[src/rtl/sipo_deserializer.sv]
// Serial-in, parallel-out receiver with held output word,
// valid/ready handoff and sticky overrun on dropped words.
module sipo_deserializer #(
   parameter int WIDTH     = 4,
   parameter bit MSB_FIRST = 1'b1
) (
   input  logic                       clk,
   input  logic                       reset,
   input  logic                       sin,
   input  logic                       sin_valid,
   input  logic                       clear,
   output logic [WIDTH-1:0]           dout,
   output logic                       dout_valid,
   input  logic                       dout_ready,
   output logic [WIDTH-1:0]           shadow,
   output logic [$clog2(WIDTH)-1:0]   bit_cnt,
   output logic                       busy,
   output logic                       overrun
);

   localparam int CW = $clog2(WIDTH);
   localparam logic [CW-1:0] LAST = CW'(WIDTH - 1);

   logic [WIDTH-1:0] shadow_q, shadow_d;
   logic [CW-1:0]    cnt_q, cnt_d;
   logic [WIDTH-1:0] dout_q, dout_d;
   logic             valid_q, valid_d;
   logic             ovr_q, ovr_d;
   logic [WIDTH-1:0] shift_w;
   logic             done_w;

   always_comb begin
      if (MSB_FIRST) shift_w = {shadow_q[WIDTH-2:0], sin};
      else           shift_w = {sin, shadow_q[WIDTH-1:1]};
   end

   assign done_w = sin_valid && !clear && (cnt_q == LAST);

   always_comb begin
      shadow_d = shadow_q;
      cnt_d    = cnt_q;
      dout_d   = dout_q;
      valid_d  = valid_q;
      ovr_d    = ovr_q;

      if (clear) begin
         shadow_d = '0;
         cnt_d    = '0;
         ovr_d    = 1'b0;
      end else if (sin_valid) begin
         shadow_d = shift_w;
         cnt_d    = done_w ? '0 : cnt_q + 1'b1;
      end

      if (valid_q && dout_ready) valid_d = 1'b0;

      // A completion may replace a word that is being consumed on this edge
      if (done_w) begin
         if (!valid_q || dout_ready) begin
            dout_d  = shift_w;
            valid_d = 1'b1;
         end else begin
            ovr_d = 1'b1;
         end
      end
   end

   always_ff @(posedge clk) begin
      if (reset) begin
         shadow_q <= '0;
         cnt_q    <= '0;
         dout_q   <= '0;
         valid_q  <= 1'b0;
         ovr_q    <= 1'b0;
      end else begin
         shadow_q <= shadow_d;
         cnt_q    <= cnt_d;
         dout_q   <= dout_d;
         valid_q  <= valid_d;
         ovr_q    <= ovr_d;
      end
   end

   assign dout       = dout_q;
   assign dout_valid = valid_q;
   assign shadow     = shadow_q;
   assign bit_cnt    = cnt_q;
   assign busy       = (cnt_q != '0);
   assign overrun    = ovr_q;

endmodule
[config.mk]
export PLATFORM = sky130hd
export DESIGN_NAME = sipo_deserializer
export DESIGN_NICKNAME = d
export VERILOG_FILES = /design/src/rtl/sipo_deserializer.sv
export SDC_FILE = /design/constraint.sdc
export NUM_CORES = 1
export LEC_CHECK = 0
export CORE_MARGIN = 2
export CORE_UTILIZATION = 41
export DETAILED_ROUTE_END_ITERATION = 7
export GPL_TIMING_DRIVEN = 1
export PLACE_DENSITY = 0.8
export SYNTH_ARGS = -nofsm -noshare
export SYNTH_HDL_FRONTEND = slang
export SYNTH_SLANG_ARGS = --single-unit
[constraint.sdc]
create_clock -name clk -period 1.2 [get_ports clk]
set_input_delay 0.3 -clock clk [delete_from_list [all_inputs] [get_ports clk]]
set_output_delay 0.3 -clock clk [all_outputs]
set_load 0.01 [all_outputs]
==> reports/results.ini <==
[cts]
path_clk_slew_ns=0.07
ctsHtreeMaxLevel=1
clock_sinks=12
holdBufCountCts=0
cts_tree=yes
cts_buffer_depth=2
cts-root-buf=clkbuf_4
cts_buffers=3
clock_latency_ns=0.27

[floorplan]
io_pins=19
die_y_um=40.02
rows=12
core_mm2=0.001156
die_area_mm2=0.001601
initial_core_util_pct=46.00
die_x_um=40.02

[logic_synthesis]
yosysTopAreaCell=dfxtp_1
synthCells=52
synth_area_um2=531.8
synth.top_cell.area_share_pct=45.18
synth.area.top_cells=dfxtp_1 45%, mux2i_1 19%, nand2b_1 9.4%
yosysSeqAreaShare_pct=45.18
ys_warn_count=0
ys_ff_latch=12
syn-mean-instance-area_um2=10.23
syn_nets=60
synth.distinct_cells=14

[timing]
skew_ns=0.0003623
report.final.slew_viol_count=0
period_share_pct=104.6
setup_slack_ns=-0.05540
fin_crit_ns=1.255
rsz0062_at_grt=true
max_freq_ghz=0.7966
slew_headroom_pct=79.26
setup_viol=2
tightest_slew_ns=0.3105
hold_violations=0

[grt]
grt_overflow=0
antenna_found_initial=0
grt_max_degree=9
grt_first_pass_wirelength_mm=1.642
grt_usage_pct=16.51
grt_pass1_vias=413

[setup_path]
r2r-end=dout[1]
critPathRequiredTime_ns=0.90
critPathMaxStageDelay_ns=0.34
worstPathArrival_ns=0.96
start_kind=register
endpoint_kind=output pin
rr_startpoint=bit_cnt[0]
cp_cell_sequence=inv_1 -> ha_2 -> inv_1 -> buf_2
crit_slowest_cell=dfxtp_2
ff2ff_setup_slack_ns=0
crit_type=register to output pin
rr_worst_depth=5
crit_fanout=2
crit_top_cell=inv_1

[hold_path]
worstHoldStart=overrun
min_to=overrun
whs_path_depth=2
hp-class=register to register

[detailed_routing]
vias=432
drt_wl_total_mm=1.023
drt-initial-drc-count=2
vias_per_cell=4.596
drtPass1Iterations=2
drc_errors=0
ant_nets=0
wl_per_cell_um=10.88

[layout]
antennaDiodeCount=0
syn_to_final_growth_pct=52.00
design_area_um2=808.3
drive_above_1_share_pct=31.25
final_cells=94
final_core_util_pct=69.91
fin_nets=89

[place]
dp.cells=89
gp_congestion=0.7007
placed_cell_area_um2=767.0
port_buffers=18
place_hpwl_um=779.9

[power_and_ir_drop]
ir_drop_v=0.0006393
p_leak_nw=0.3624
comb_power_share_pct=9.7
seqPwrFrac_pct=50.7
p_int_mw=0.6307
p_switching_mw=0.1666
power_frac_clock_pct=39.6
p_per_area_mw_per_mm2=986.5
swShare_pct=20.90

[run]
cap_violations=0

[status]
violations=setup timing
status=finished, violations left

==> worst max-delay path, delay by kind of cell, from the launching register on <==
kind / cells / cell delay [ns]
buf+inv: 3 / 0.20
fa+ha+maj: 1 / 0.15
flops: 1 / 0.34
==> through the flow <==
stage | hold WS [ns] | setup TNS [ns] | power (mW) | setup WS [ns]
2_1_floorplan | 0.3713 | 0 | 0.4490 | 0.001068
3_3_place_gp | 0.4534 | -2.398 | 0.4902 | -0.2145
3_5_place_dp | 0.4624 | -2.656 | 0.4911 | -0.2654
4_1_cts | 0.4761 | -0.2349 | 0.8067 | -0.06765
5_1_grt | 0.4943 | -0.3520 | 0.8276 | -0.1073
6_report | 0.4706 | -0.05724 | 0.7973 | -0.05540
==> power by group through the flow <==
stage | Clock [mW] | Sequential [mW] | Combinational, mW
final | 0.316 | 0.404 | 0.0772
after global routing | 0.338 | 0.404 | 0.0851
after CTS | 0.328 | 0.404 | 0.0755
after detailed placement | 0 | 0.413 | 0.0784
after global placement | 0 | 0.413 | 0.0776
after floorplan | 0 | 0.416 | 0.0329
==> cell type report <==
class	instances	area (µm²)
inverter	3	11.26
clock buffer	4	36.28
multi-input combinational	35	280.3
sequential	12	242.7
fill	98	347.8
timing repair buffer	26	220.2
tap	14	17.52
==> sequential cells by signal, indices dropped and copies added (netlist names) <==
register	flops
bit_cnt	2
overrun	1
dout_valid	1
shadow	4
dout	4
==> cells by family (layout without fill, tap and decap cells) <==
family	count (synthesis)	after routing	share of synthesized area, %
buf+inv	5	33	4.940
simple gates	21	21	23.30
flops	12	12	45.18
mux	10	10	18.82
fa+ha+maj	2	2	4.705
compound gates	2	2	3.060
==> placed cells by master, fill, tap and decap left out, drive strengths merged <==
cell / Yosys / final
mux2i: 10 / 10
or2: 1 / 1
ha: 2 / 2
dfxtp: 12 / 12
nor2b: 1 / 1
buf: 1 / 11
nor2: 9 / 9
nand2: 1 / 1
nor3: 1 / 1
inv: 3 / 3
clkdlybuf4s15: 0 / 4
clkdlybuf4s50: 0 / 5
nand2b: 8 / 8
a31oi: 1 / 1
dlygate4sd2: 0 / 4
o21ba: 1 / 1
clkbuf: 1 / 6
==> per-layer routing <==
layer	share of wire, %	global-route usage, %	vias up
li1	-	-	223
met1	45	17.81	196
met2	48	26.61	13
met3	6.5	8.333	0
met4	0	7.759	0
met5	0	0	-
==> worst max-delay path by stage <==
stage	startpoint	to	slack, ns	cells after the start
floorplan	bit_cnt[0]	dout[0]	0.001	4
global placement	sin_valid	dout[1]	-0.21	4
detailed placement	sin_valid	dout[1]	-0.27	4
CTS	bit_cnt[0]	dout[1]	-0.07	5
global route	bit_cnt[0]	busy	-0.11	4
finish	bit_cnt[1]	busy	-0.06	4
==> cells in the mapped netlist <==
| master | number |
|---|---|
| nand2b_1 | 8 |
| inv_1 | 3 |
| nor2b_1 | 1 |
| nor2_1 | 9 |
| nor3_4 | 1 |
| dfxtp_1 | 12 |
| o21ba_2 | 1 |
| clkbuf_1 | 1 |
| a31oi_1 | 1 |
| ha_1 | 2 |
| mux2i_1 | 10 |
| or2_1 | 1 |
| nand2_4 | 1 |
| buf_6 | 1 |
==> timing repair <==
| action | CTS | global route |
|---|---|---|
| buffers inserted | 1 | 0 |
| setup endpoints to repair | 17 | 12 |
| hold endpoints to repair | 0 | 0 |
| pin swaps | 2 | 1 |
| resized for setup | 29 | 9 |
Note: power is estimated with default switching activity, not from simulation.
